## src/rtl/mips_pkg.sv

```systemverilog
// Shared datapath constants and the writeback entry type used by the register-file write port.
package mips_pkg;
    localparam int DATA_W = 32;
    localparam int ADDR_W = 5;
    localparam logic [ADDR_W-1:0] REG_ZERO = 5'd0;

    typedef struct packed {
        logic [ADDR_W-1:0] rd;
        logic [DATA_W-1:0] data;
    } wb_entry;
endpackage

```

## src/rtl/wb_fifo.sv

```systemverilog
// Generic synchronous FIFO: head visible combinationally, push ignored when full, pop ignored when empty.
// No pass-through: an entry pushed into an empty FIFO is presented at the head from the next cycle.
module wb_fifo #(
    parameter int WIDTH = 37,
    parameter int DEPTH = 4,
    localparam int AW = $clog2(DEPTH),
    localparam int CW = AW + 1
) (
    input  logic             i_clk,
    input  logic             i_rst_n,
    input  logic             i_push,
    input  logic [WIDTH-1:0] i_push_dat,
    input  logic             i_pop,
    output logic [WIDTH-1:0] o_head_dat,
    output logic             o_full,
    output logic             o_empty,
    output logic [CW-1:0]    o_count
);
    logic [WIDTH-1:0] r_mem [DEPTH];
    logic [AW-1:0]    r_wr_ptr;
    logic [AW-1:0]    r_rd_ptr;
    logic [CW-1:0]    r_count;
    logic             w_push;
    logic             w_pop;

    assign o_full     = (r_count == CW'(DEPTH));
    assign o_empty    = (r_count == '0);
    assign o_count    = r_count;
    assign o_head_dat = r_mem[r_rd_ptr];
    assign w_push     = i_push && !o_full;
    assign w_pop      = i_pop && !o_empty;

    always_ff @(posedge i_clk) begin
        if (w_push) begin
            r_mem[r_wr_ptr] <= i_push_dat;
        end
    end

    always_ff @(posedge i_clk or negedge i_rst_n) begin
        if (!i_rst_n) begin
            r_wr_ptr <= '0;
            r_rd_ptr <= '0;
            r_count  <= '0;
        end else begin
            if (w_push) r_wr_ptr <= r_wr_ptr + AW'(1);
            if (w_pop)  r_rd_ptr <= r_rd_ptr + AW'(1);
            case ({w_push, w_pop})
                2'b10:   r_count <= r_count + CW'(1);
                2'b01:   r_count <= r_count - CW'(1);
                default: r_count <= r_count;
            endcase
        end
    end
endmodule

```

## src/rtl/wb_arbiter.sv

```systemverilog
// Register-file write port: ALU results win unless the long-latency FIFO has starved STARVE_MAX cycles.
// Registered outputs (1-cycle latency); also tracks registers awaiting long-latency results.
module wb_arbiter #(
    parameter int DATA_W     = mips_pkg::DATA_W,
    parameter int ADDR_W     = mips_pkg::ADDR_W,
    parameter int DEPTH      = 4,
    parameter int STARVE_MAX = 3
) (
    input  logic                 i_clk,
    input  logic                 i_rst_n,
    input  logic                 i_alu_valid,
    output logic                 o_alu_ready,
    input  logic [ADDR_W-1:0]    i_alu_rd,
    input  logic [DATA_W-1:0]    i_alu_data,
    input  logic                 i_mem_valid,
    output logic                 o_mem_ready,
    input  logic [ADDR_W-1:0]    i_mem_rd,
    input  logic [DATA_W-1:0]    i_mem_data,
    input  logic                 i_issue_valid,
    input  logic [ADDR_W-1:0]    i_issue_rd,
    output logic                 o_rf_we,
    output logic [ADDR_W-1:0]    o_rf_waddr,
    output logic [DATA_W-1:0]    o_rf_wdata,
    output logic [2**ADDR_W-1:0] o_pend_mask
);
    import mips_pkg::*;

    localparam int EW   = ADDR_W + DATA_W;
    localparam int NREG = 2 ** ADDR_W;
    localparam int SW   = $clog2(STARVE_MAX + 1);
    localparam int CW   = $clog2(DEPTH) + 1;

    logic [EW-1:0]     w_head;
    logic [ADDR_W-1:0] w_head_rd;
    logic [DATA_W-1:0] w_head_data;
    logic              w_empty;
    logic              w_full;
    logic [CW-1:0]     w_count;
    logic              w_push;
    logic              w_pop;
    logic              w_force;
    logic              w_alu_win;
    logic [ADDR_W-1:0] w_win_rd;
    logic [DATA_W-1:0] w_win_data;
    logic              w_write;
    logic [NREG-1:0]   w_pend_nxt;

    logic              r_rf_we;
    logic [ADDR_W-1:0] r_rf_waddr;
    logic [DATA_W-1:0] r_rf_wdata;
    logic [SW-1:0]     r_starve;
    logic [NREG-1:0]   r_pend;

    wb_fifo #(.WIDTH(EW), .DEPTH(DEPTH)) u_fifo (
        .i_clk      (i_clk),
        .i_rst_n    (i_rst_n),
        .i_push     (w_push),
        .i_push_dat ({i_mem_rd, i_mem_data}),
        .i_pop      (w_pop),
        .o_head_dat (w_head),
        .o_full     (w_full),
        .o_empty    (w_empty),
        .o_count    (w_count)
    );

    assign w_head_rd   = w_head[EW-1:DATA_W];
    assign w_head_data = w_head[DATA_W-1:0];

    // Ready depends on registered state only, so no combinational path from valid to ready.
    assign w_force     = (r_starve == SW'(STARVE_MAX)) && !w_empty;
    assign o_alu_ready = !w_force;
    assign o_mem_ready = !w_full;
    assign w_push      = i_mem_valid && o_mem_ready;
    assign w_alu_win   = i_alu_valid && !w_force;
    assign w_pop       = !w_alu_win && !w_empty;
    assign w_win_rd    = w_alu_win ? i_alu_rd : w_head_rd;
    assign w_win_data  = w_alu_win ? i_alu_data : w_head_data;
    assign w_write     = (w_alu_win || w_pop) && (w_win_rd != ADDR_W'(REG_ZERO));

    // Set after clear so a same-cycle reissue of the popped register stays pending.
    always_comb begin
        w_pend_nxt = r_pend;
        if (w_pop && (w_head_rd != ADDR_W'(REG_ZERO))) w_pend_nxt[w_head_rd] = 1'b0;
        if (i_issue_valid) w_pend_nxt[i_issue_rd] = 1'b1;
        w_pend_nxt[0] = 1'b0;
    end

    always_ff @(posedge i_clk or negedge i_rst_n) begin
        if (!i_rst_n) begin
            r_rf_we    <= 1'b0;
            r_rf_waddr <= '0;
            r_rf_wdata <= '0;
            r_starve   <= '0;
            r_pend     <= '0;
        end else begin
            r_rf_we <= w_write;
            if (w_write) begin
                r_rf_waddr <= w_win_rd;
                r_rf_wdata <= w_win_data;
            end
            if (w_empty || w_pop) begin
                r_starve <= '0;
            end else if (w_alu_win && (r_starve != SW'(STARVE_MAX))) begin
                r_starve <= r_starve + SW'(1);
            end
            r_pend <= w_pend_nxt;
        end
    end

    assign o_rf_we     = r_rf_we;
    assign o_rf_waddr  = r_rf_waddr;
    assign o_rf_wdata  = r_rf_wdata;
    assign o_pend_mask = r_pend;
endmodule

```

## config.mk

```make
export PLATFORM = sky130hd
export DESIGN_NAME = wb_arbiter
export DESIGN_NICKNAME = d
export VERILOG_FILES = /design/src/rtl/mips_pkg.sv /design/src/rtl/wb_fifo.sv /design/src/rtl/wb_arbiter.sv
export SDC_FILE = /design/constraint.sdc
export NUM_CORES = 1
export LEC_CHECK = 0
export ABC_AREA = 1
export BUFFER_PORTS_ARGS = -buffer_cell sky130_fd_sc_hd__buf_2
export CAP_MARGIN = 30
export CORE_MARGIN = 5
export CORE_UTILIZATION = 50
export CTS_CLUSTER_SIZE = 24
export DETAILED_ROUTE_END_ITERATION = 10
export GPL_TIMING_DRIVEN = 0
export PLACE_DENSITY = 0.83
export SLEW_MARGIN = 15
export SYNTH_ARGS = -nofsm -noshare
export SYNTH_HDL_FRONTEND = slang
export SYNTH_SLANG_ARGS = --single-unit
```

## constraint.sdc

```tcl
create_clock -name i_clk -period 3.8 [get_ports i_clk]
set_input_delay 0.38 -clock i_clk [delete_from_list [all_inputs] [get_ports i_clk]]
set_output_delay 0.38 -clock i_clk [all_outputs]
set_load 0.005 [all_outputs]
```

==> impl_metrics.ini <==
[setup_path]
critPathCapture = u_fifo.o_count[2]$_DFFE_PN0P_
start_kind = flop
r2r_slack_ns = 1.41
ff2ff_path_depth = 13
reg2reg_to = u_fifo.o_count[2]$_DFFE_PN0P_
r2r-start = u_fifo.o_count[0]$_DFFE_PN0P_
path_max_fanout = 10
critPathRequiredTime_ns = 4.20
crit_path_end_kind = flop
cp-startpoint = u_fifo.o_count[0]$_DFFE_PN0P_
critPathKind = reg2reg
arrival_ns = 2.80

[clocking]
cts_buffer_depth = 3
clock_latency_ns = 0.52
cts_tree = done
post_cts_buffers = 0
cts_sinks = 226
path_clk_slew_ns = 0.06
root_buffer = clkbuf_16
htreeDepth = 1
numCtsBuffers = 23

[grt]
grt_overflow = 0
grt_max_degree = 48
grt_usage = 0.215
antenna_found_initial = 5
grt_pass1_wl_microns = 36700
grt_pass1_vias = 6970

[floorplan]
die_h_microns = 147
die_w_microns = 147
die_area_sq_um = 21500
io_pins = 156
num_rows = 50
initial_utilization = 0.503
coreArea_sq_um = 18600

[place]
post_dp_cell_area_sq_um = 10600
dp_hpwl_microns = 15900
gp_congestion = 0.826
portBuffers = 154

[route]
route.met2.wl_microns = 11200
vias = 7042
met3_length_microns = 1880
drc = 0
top_layer_used = met5
dr.pass1.iters = 8
antenna_left = 0
wirelength_microns = 23700
first_iter_violations = 651
wl_per_cell_microns = 18.3
vias_per_cell = 5.43
wl_met1_microns = 9880

[logic_synthesis]
yosys-top-cells-count = 208 x nand2_1, 148 x edfxtp_1, 128 x o21ai_0
ys_async_sr_fraction = 0.345
synth_top_cell_area_share = 0.475
netlist_instances = 859
synthFlopType = edfxtp_1
synth_seq_cells = 226
yosysMostFrequentCell = nand2_1
ys_top_cells_by_area = edfxtp_1 48%, dfrtp_1 21%, nand2_1 8.4%
syn_area_per_cell_sq_um = 10.9
ys.warnings.count = 0
synth_top_cell_by_area = edfxtp_1
synth_edf_count = 148
syn_area_sq_um = 9350
synth_nets = 950
synth-seq-area-share = 0.684
ys_types = 30

[power_and_ir_drop]
power_density_nw_per_um2 = 795
vdd_drop_max_mv = 0.392
p_total_mw = 9.00
power_leakage_nw = 4.83

[run_status]
run_status = completed

[finish]
utilization = 0.609
final_layout_size_suffix_gt1_frac = 0.229
fin_area_sq_um = 11300
nFillCells = 1460
synthToLayoutAreaGrowth_pct = 21.0
fin_nets = 1135

[timing]
tns_ns = 0
fin_skew_ns = 0.0175
max_freq_mhz = 418
finalMaxSlewViolations = 0
period_minus_slack_ns = 2.39
relSlewSlack = 0.533
finalSetupViolCount = 0
fin_crit_sh = 0.630
whs_ns = 0.0681
tightestPinTransition_ns = 0.699
final_hold_viol_count = 0
rsz0062_at_grt = false

[job]
maxCapViolations = 0

[hold_path]
hold_path.class = in2reg
hp-start = i_mem_rd[1]
==> through the flow <==
stage | cells | worst slack, ns
final | 1296 | 1.41
after global placement | 1247 | -0.131
after floorplan | 859 | 1.10
after global routing | 1296 | 1.16
after detailed placement | 1252 | 1.41
after CTS | 1295 | 1.39
==> cells by family after synthesis <==
| group | share of synthesized area |
|---|---|
| fa+ha+maj | 0.0102 |
| simple gates | 0.166 |
| other cells | 0.000401 |
| flops | 0.684 |
| buf+inv | 0.0404 |
| compound gates | 0.0938 |
| xor+xnor | 0.00468 |
==> worst max-delay path, stage by stage, from the launching register on <==
cell and delay (ns):
dfrtp_1 0.40, nor2_2 0.07, nand2_4 0.10, nand2_4 0.08, nand2_2 0.10, buf_6 0.16
nand2_1 0.12, inv_1 0.22, ha_1 0.19, inv_1 0.07, fa_1 0.37, a21oi_1 0.14
o21ai_0 0.11, xor2_1 0.15
==> registers in the layout, indices dropped and copies added (netlist names) <==
register,cells
r_starve,2
u_fifo.r_rd_ptr,2
u_fifo.r_mem,148
u_fifo.r_wr_ptr,2
u_fifo.o_count,3
o_rf_waddr,5
o_pend_mask,31
o_rf_wdata,32
o_rf_we,1
==> cell usage in the layout, fill, tap and decap left out, drive strengths merged, types with 6 or more instances in the layout <==
| cell | instances |
|---|---|
| nand2 | 225 |
| buf | 179 |
| edfxtp | 148 |
| o21ai | 129 |
| dfrtp | 78 |
| nor2 | 77 |
| nand3 | 56 |
| clkbuf | 50 |
| inv | 42 |
| o22ai | 32 |
| clkinv | 10 |
| nor3 | 9 |
| ha | 6 |
==> timing repair <==
action,CTS,global route
resized for setup,0,0
hold endpoints to repair,31,0
hold buffers,1,0
==> routing by layer <==
metal / global-route usage / vias to the layer above
met4: 0.0720 / 8
met5: 0 / -
met3: 0.0466 / 60
met1: 0.289 / 3346
li1: - / 3328
met2: 0.352 / 300
==> report_power, final <==
group	internal (mW)	switching, mW
clock network	1.25	0.940
registers	3.38	0.286
logic	1.09	2.05
==> worst min-delay path by stage <==
stage	depth (start not counted)	endpoint
global route	1	u_fifo.r_mem[1][13]$_DFFE_PP_
floorplan	0	o_pend_mask[10]$_DFF_PN0_
detailed placement	1	o_pend_mask[22]$_DFF_PN0_
finish	1	u_fifo.r_mem[0][33]$_DFFE_PP_
CTS	1	u_fifo.r_mem[0][2]$_DFFE_PP_
global placement	1	r_starve[0]$_DFFE_PN0P_
==> layout make-up <==
type	count	area (sq um)	share of cell area
inverters	41	154	0.0136
clock buffers	29	628	0.0555
plain buffers	41	224	0.0198
repair buffers	160	906	0.0801
well taps	234	293	0.0259
clock inverters	13	106	0.00940
flip-flops and latches	226	6400	0.565
multi-input cells	551	2610	0.230
diodes	1	2.50	0.000221
No activity file was read; power rests on OpenSTA's default activity.
